$ cat config.mk
export PLATFORM = sky130hd
export DESIGN_NAME = lsu_mem_if
export DESIGN_NICKNAME = d
export VERILOG_FILES = /design/src/rtl/core_pkg.sv /design/src/rtl/lsu_align.sv /design/src/rtl/lsu_mem_if.sv
export SDC_FILE = /design/constraint.sdc
export NUM_CORES = 1
export LEC_CHECK = 0
export CORE_MARGIN = 2
export CORE_UTILIZATION = 48
export DETAILED_ROUTE_END_ITERATION = 8
export MAX_ROUTING_LAYER = met4
export PLACE_DENSITY_LB_ADDON = 0.12
export REMOVE_ABC_BUFFERS = 1
export SLEW_MARGIN = 40
export SYNTH_ARGS = -nofsm -noshare
export SYNTH_HDL_FRONTEND = slang
export SYNTH_HIERARCHICAL = 1
export SYNTH_SLANG_ARGS = --single-unit
$ cat constraint.sdc
create_clock -name clk -period 4.3 [get_ports clk]
set_input_delay 0.86 -clock clk [delete_from_list [all_inputs] [get_ports clk]]
set_output_delay 0.86 -clock clk [all_outputs]
set_load 0.02 [all_outputs]
$ cat src/rtl/core_pkg.sv
// Shared LSU definitions: RV64I load/store funct3 codes
// and the memory-interface FSM state type.
package core_pkg;

  localparam logic [2:0] F3_B  = 3'b000;
  localparam logic [2:0] F3_H  = 3'b001;
  localparam logic [2:0] F3_W  = 3'b010;
  localparam logic [2:0] F3_D  = 3'b011;
  localparam logic [2:0] F3_BU = 3'b100;
  localparam logic [2:0] F3_HU = 3'b101;
  localparam logic [2:0] F3_WU = 3'b110;

  typedef enum logic [1:0] {
    IDLE = 2'd0,
    REQ  = 2'd1,
    WAIT = 2'd2,
    DONE = 2'd3
  } lsu_state_t;

endpackage

$ cat src/rtl/lsu_align.sv
// Combinational lane logic: alignment check, byte strobes,
// store lane shift, load extract + sign/zero extension.
// In : i_f3, i_we, i_off, i_wdata, i_rdata
// Out: o_ok, o_wstrb, o_wdata, o_ldata
module lsu_align
  import core_pkg::*;
(
  input  logic [2:0]  i_f3,
  input  logic        i_we,
  input  logic [2:0]  i_off,
  input  logic [63:0] i_wdata,
  input  logic [63:0] i_rdata,
  output logic        o_ok,
  output logic [7:0]  o_wstrb,
  output logic [63:0] o_wdata,
  output logic [63:0] o_ldata
);

  logic        w_legal;
  logic        w_align;
  logic [63:0] w_sh;

  // 111 never exists; stores have no unsigned forms
  assign w_legal = (i_f3 != 3'b111) && !(i_we && i_f3[2]);

  always_comb begin
    w_align = 1'b1;
    o_wstrb = 8'h00;
    unique case (i_f3[1:0])
      2'b00: begin
        w_align = 1'b1;
        o_wstrb = 8'h01 << i_off;
      end
      2'b01: begin
        w_align = !i_off[0];
        o_wstrb = 8'h03 << i_off;
      end
      2'b10: begin
        w_align = (i_off[1:0] == 2'b00);
        o_wstrb = 8'h0F << i_off;
      end
      default: begin
        w_align = (i_off == 3'b000);
        o_wstrb = 8'hFF;
      end
    endcase
  end

  assign o_ok    = w_legal && w_align;
  assign o_wdata = i_wdata << {i_off, 3'b000};
  assign w_sh    = i_rdata >> {i_off, 3'b000};

  always_comb begin
    o_ldata = '0;
    unique case (i_f3)
      F3_B:    o_ldata = {{56{w_sh[7]}}, w_sh[7:0]};
      F3_H:    o_ldata = {{48{w_sh[15]}}, w_sh[15:0]};
      F3_W:    o_ldata = {{32{w_sh[31]}}, w_sh[31:0]};
      F3_D:    o_ldata = w_sh;
      F3_BU:   o_ldata = {56'd0, w_sh[7:0]};
      F3_HU:   o_ldata = {48'd0, w_sh[15:0]};
      F3_WU:   o_ldata = {32'd0, w_sh[31:0]};
      default: o_ldata = '0;
    endcase
  end

endmodule

$ cat src/rtl/lsu_mem_if.sv
// Load/store unit bridging the M stage to a valid/ready
// data-memory port with variable latency and a timeout.
// Pipe : req_valid_M/req_we_M/funct3_M/addr_M/wdata_M in,
//        rdata_M/done_M/stall_M/misalign_M/bus_err_M out
// Mem  : mem_req_valid/mem_we/mem_addr/mem_wdata/mem_wstrb out,
//        mem_req_ready/mem_rsp_valid/mem_rdata in
module lsu_mem_if
  import core_pkg::*;
#(
  parameter int ADDR_W         = 64,
  parameter int TIMEOUT_CYCLES = 255
) (
  input  logic              clk,
  input  logic              rst,
  input  logic              req_valid_M,
  input  logic              req_we_M,
  input  logic [2:0]        funct3_M,
  input  logic [ADDR_W-1:0] addr_M,
  input  logic [63:0]       wdata_M,
  output logic [63:0]       rdata_M,
  output logic              done_M,
  output logic              stall_M,
  output logic              misalign_M,
  output logic              bus_err_M,
  output logic              mem_req_valid,
  input  logic              mem_req_ready,
  output logic              mem_we,
  output logic [ADDR_W-1:0] mem_addr,
  output logic [63:0]       mem_wdata,
  output logic [7:0]        mem_wstrb,
  input  logic              mem_rsp_valid,
  input  logic [63:0]       mem_rdata
);

  localparam int CW =
    (TIMEOUT_CYCLES < 2) ? 1 : $clog2(TIMEOUT_CYCLES + 1);
  localparam logic [CW-1:0] TO_LAST =
    (TIMEOUT_CYCLES > 0) ? CW'(TIMEOUT_CYCLES - 1) : '0;

  lsu_state_t        r_state;
  lsu_state_t        w_next;
  logic [CW-1:0]     r_cnt;
  logic              r_we;
  logic [2:0]        r_f3;
  logic [ADDR_W-1:0] r_addr;
  logic [63:0]       r_wdata;
  logic [7:0]        r_wstrb;
  logic [63:0]       r_rdata;

  logic              w_idle;
  logic [2:0]        w_f3;
  logic              w_we;
  logic [2:0]        w_off;
  logic              w_ok;
  logic [7:0]        w_wstrb;
  logic [63:0]       w_wdata;
  logic [63:0]       w_ldata;
  logic              w_accept;
  logic              w_timeout;

  // one align unit: live inputs in IDLE, latched fields after
  assign w_idle = (r_state == IDLE);
  assign w_f3   = w_idle ? funct3_M    : r_f3;
  assign w_we   = w_idle ? req_we_M    : r_we;
  assign w_off  = w_idle ? addr_M[2:0] : r_addr[2:0];

  lsu_align u_align (
    .i_f3    (w_f3),
    .i_we    (w_we),
    .i_off   (w_off),
    .i_wdata (wdata_M),
    .i_rdata (mem_rdata),
    .o_ok    (w_ok),
    .o_wstrb (w_wstrb),
    .o_wdata (w_wdata),
    .o_ldata (w_ldata)
  );

  assign w_accept  = req_valid_M && w_ok;
  assign w_timeout = (TIMEOUT_CYCLES != 0) && (r_cnt == TO_LAST);

  always_comb begin
    w_next        = r_state;
    stall_M       = 1'b0;
    misalign_M    = 1'b0;
    bus_err_M     = 1'b0;
    done_M        = 1'b0;
    mem_req_valid = 1'b0;
    unique case (r_state)
      IDLE: begin
        if (req_valid_M) begin
          stall_M    = w_ok;
          misalign_M = !w_ok;
          if (w_ok) w_next = REQ;
        end
      end
      REQ: begin
        stall_M       = 1'b1;
        mem_req_valid = 1'b1;
        if (mem_req_ready) w_next = WAIT;
      end
      WAIT: begin
        stall_M = 1'b1;
        if (mem_rsp_valid) begin
          w_next = DONE;
        end else if (w_timeout) begin
          bus_err_M = 1'b1;
          w_next    = DONE;
        end
      end
      default: begin
        done_M = 1'b1;
        w_next = IDLE;
      end
    endcase
  end

  always_ff @(posedge clk or negedge rst) begin
    if (!rst) begin
      r_state <= IDLE;
      r_cnt   <= '0;
      r_we    <= 1'b0;
      r_f3    <= 3'b000;
      r_addr  <= '0;
      r_wdata <= '0;
      r_wstrb <= '0;
      r_rdata <= '0;
    end else begin
      r_state <= w_next;
      unique case (r_state)
        IDLE: begin
          if (w_accept) begin
            r_we    <= req_we_M;
            r_f3    <= funct3_M;
            r_addr  <= addr_M;
            r_wdata <= w_wdata;
            r_wstrb <= w_wstrb;
          end
        end
        REQ: begin
          if (mem_req_ready) r_cnt <= '0;
        end
        WAIT: begin
          r_cnt <= r_cnt + CW'(1);
          if (mem_rsp_valid) begin
            r_rdata <= r_we ? 64'd0 : w_ldata;
          end else if (w_timeout) begin
            r_rdata <= '0;
          end
        end
        default: ;
      endcase
    end
  end

  assign rdata_M   = r_rdata;
  assign mem_we    = r_we;
  assign mem_addr  = {r_addr[ADDR_W-1:3], 3'b000};
  assign mem_wdata = r_wdata;
  assign mem_wstrb = r_wstrb;

endmodule
==> results by group <==
Run status
  – Status: complete, no violations

Final layout
  – Area growth from synthesis to layout: 35.7%
  – Multi-input logic area: 0.00656 mm^2
  – Sequential cell area: 0.00536 mm^2
  – Final nets: 1682
  – Share of layout cells above drive strength 1: 20.6%
  – Fillers: 2094

Setup path
  – Reg2reg end: rdata_M[35]
  – Worst Path Max Fanout: 7
  – Internal reg-to-reg setup slack: 1070 ps
  – Crit-path cells: inv_1 -> ha_4 -> mux2_2 -> inv_1 -> ha_1 -> a21oi_1 -> o21ai_0 -> o211a_1 -> nor2_1 -> clkdlybuf4s50_1
  – CP arrival: 3140 ps
  – Max incr delay on CP: 540 ps
  – Crit-path most repeated cell: inv_1
  – Worst Path Required: 3440 ps
  – Setup crit end kind: output pin
  – Critical register-to-register path startpoint: r_state[0]
  – Setup crit start kind: flip-flop
  – Reg2reg path depth: 10
  – WS Path Type: reg2out
  – Slowest cell on crit path: clkdlybuf4s50_1

Power and ir drop
  – Power, Total: 15.1 mW
  – Cell area power density: 857 mW/mm^2
  – Static Leak: 7.64 nW
  – Worst IR Drop VDD: 526 uV

Timing
  – Fin crit share: 93.0%
  – Slew headroom: 37.0%
  – Fmax: 250 MHz
  – Fin. max-slew vios: 0
  – Final Worst Setup Slack: 300 ps
  – Setup TNS Final: 0 ps
  – Unrepaired setup endpoints after global routing: false
  – Final hold violations: 0
  – Crit path time final: 4000 ps
  – Least-Margin Pin Slew: 945 ps
  – Setup violators final: 0
  – Worst Skew: 15.7 ps

Placement
  – Final HPWL DP: 27100 um
  – Routability cong.: 0.868
  – Pre-CTS setup slack: 143 ps
  – Port bufs: 403

Global route
  – Pin count of the biggest net entering global routing: 141
  – Antenna violations before repair: 1
  – Vias in the first global route: 10958
  – GRT Util Overall: 28.2%
  – Global-route wire length before repair: 61200 um
  – Remaining Overflow, GRT: 0

Floorplan
  – Initial Utilization: 48.6%
  – Rows: 60
  – Die area: 0.0284 mm^2
  – Core area: 0.0267 mm^2
  – Die Y: 168 um
  – # IOs: 407
  – Overall die width: 168 um

Synth
  – Dominant synthesized flop cell: dfrtp_1
  – Unique masters post-synth: 58
  – Top post-synthesis cells by area: dfrtp_1 41%, mux2_2 15%, mux4_2 6.6%
  – Register bit total from synthesis: 214
  – Syn Area/Cell: 11.2 um^2
  – Async set-reset flop share out of synthesis: 100%
  – Number of flops mapped to enable cells by yosys: 0
  – Sequential element share of the synthesized area: 41.3%
  – Share of the synthesized area in the top cell type: 41.3%
  – Area leader, netlist: dfrtp_1
  – Cell count after synthesis: 1163
  – Syn Std Cell Area: 0.0130 mm^2
  – Top cells by count, synth: 214 x dfrtp_1, 176 x mux2_2, 91 x nand2_1
  – Synth warnings: 6
  – Most frequent cell after synthesis: dfrtp_1

Route
  – Vias per cell: 5.80
  – Via Count: 10620
  – DRT antenna net count: 0
  – DR iter-0 viols: 954
  – DRT Wirelength: 39600 um
  – Post-route DRC violation count: 0
  – Drt wl/cell: 21.6 um
  – 1st-pass router iterations: 6

Clock tree
  – Htree depth: 1
  – Worst skew pair latency: 540 ps
  – TritonCTS Buffers: 27
  – Clock slew at reported path FFs: 60 ps
  – Clk root buf: clkbuf_16
  – Hold_buf cts: 0
  – CTS sink count: 214
  – CTS tree: yes
  – CTS Buffer Depth: 3

Job
  – # Max-Cap Violations: 0

Hold path
  – HP Class: in2async
metal layers:
metal	part of all wire (%)	track usage (%)
met1	39	33.8
met3	9.4	7.46
met2	49	47.2
met4	2.8	7.91
met5	0	-
worst max-delay path: cells and delay by family (launching register included):
family / cells / cell delay (ps)
AOI/OAI and AO/OA: 3 / 500
adders and majority gates: 2 / 440
buffers and inverters: 3 / 810
DFF: 1 / 400
muxes: 1 / 390
and+or+nand+nor: 1 / 80
how the worst max path moves through the flow:
stage | startpoint | to | slack, ps | depth (start not counted)
4_1_cts | r_state[0] | stall_M | 20 | 11
2_1_floorplan | r_state[0] | stall_M | -4550 | 7
6_report | r_state[0] | misalign_M | 300 | 10
3_5_place_dp | funct3_M[0] | stall_M | 140 | 10
5_1_grt | r_state[0] | misalign_M | 130 | 10
3_3_place_gp | funct3_M[0] | stall_M | 180 | 10
what timing repair did:
item / 4_1_cts / 5_1_grt
setup endpoints to repair: 1 / 1
hold endpoints to repair: 0 / 0
buffers inserted: 0 / 0
gates resized for setup: 2 / 1
state kept, by name, summed over array words and instances, names as in the netlist:
name       flops
mem_wdata     64
r_addr        64
rdata_M       64
mem_wstrb      8
r_cnt          8
r_f3           3
r_state        2
mem_we         1
final cells by class:
type / instances / share of cell area, %
multi-input cells: 778 / 37.2
flip-flops and latches: 214 / 30.4
repair buffers: 437 / 24.7
clock buffers: 39 / 4.38
well taps: 341 / 2.42
clock inverters: 9 / 0.561
inverters: 11 / 0.234
diodes: 1 / 0.0142
report_power, final:
group | internal (mW) | switching, mW | leakage, nW
sequential | 2.91 | 0.482 | 2.72
combinational | 4.48 | 4.99 | 4.49
clock | 1.35 | 0.879 | 0.433
cell families (layout without fill, tap and decap cells):
group                      Yosys count  after routing  synth area share [%]
other                                1              4                0.0289
buffers and inverters              173            496                  8.80
muxes                              286            286                  27.5
adders and majority gates           12             12                  1.16
DFF                                214            214                  41.3
and+or+nand+nor                    278            278                  10.5
xor gates and xnor gates             2              2                 0.135
AOI/OAI and AO/OA                  197            197                  10.6
metrics by stage:
step / hold slack, ps / instances / instance area, um^2 / utilization [%]
2_1_floorplan: 476 / 1003 / 11900 / -
3_3_place_gp: 483 / 1780 / 16700 / 62.5
3_5_place_dp: 487 / 1780 / 16700 / 62.5
4_1_cts: 416 / 1828 / 17600 / 65.8
5_1_grt: 187 / 1830 / 17600 / 65.9
6_report: 192 / 1830 / 17600 / 65.9
placed cells by master, fill, tap and decap left out, drive strengths merged, types with 2 or more instances in the layout:
master | netlist | final
clkdlybuf4s50 | 0 | 401
dfrtp | 214 | 214
mux2 | 176 | 176
nand2 | 91 | 91
mux2i | 72 | 72
a22o | 66 | 66
nor2 | 57 | 57
o21ai | 45 | 45
a21oi | 43 | 43
clkbuf | 23 | 39
mux4 | 38 | 38
buf | 139 | 35
nand3 | 34 | 34
nand4 | 34 | 34
and2 | 20 | 20
nand2b | 12 | 12
ha | 12 | 12
inv | 11 | 12
o22ai | 10 | 10
or2 | 10 | 10
o2bb2ai | 9 | 9
o211ai | 8 | 8
clkinv | 0 | 6
nor3 | 6 | 6
nor2b | 6 | 6
a21o | 3 | 3
conb | 1 | 3
o221ai | 3 | 3
nand3b | 2 | 2
xnor2 | 2 | 2
bufinv | 0 | 2
a31oi | 2 | 2
o311ai | 2 | 2
Power figures use the tool's default switching activity.
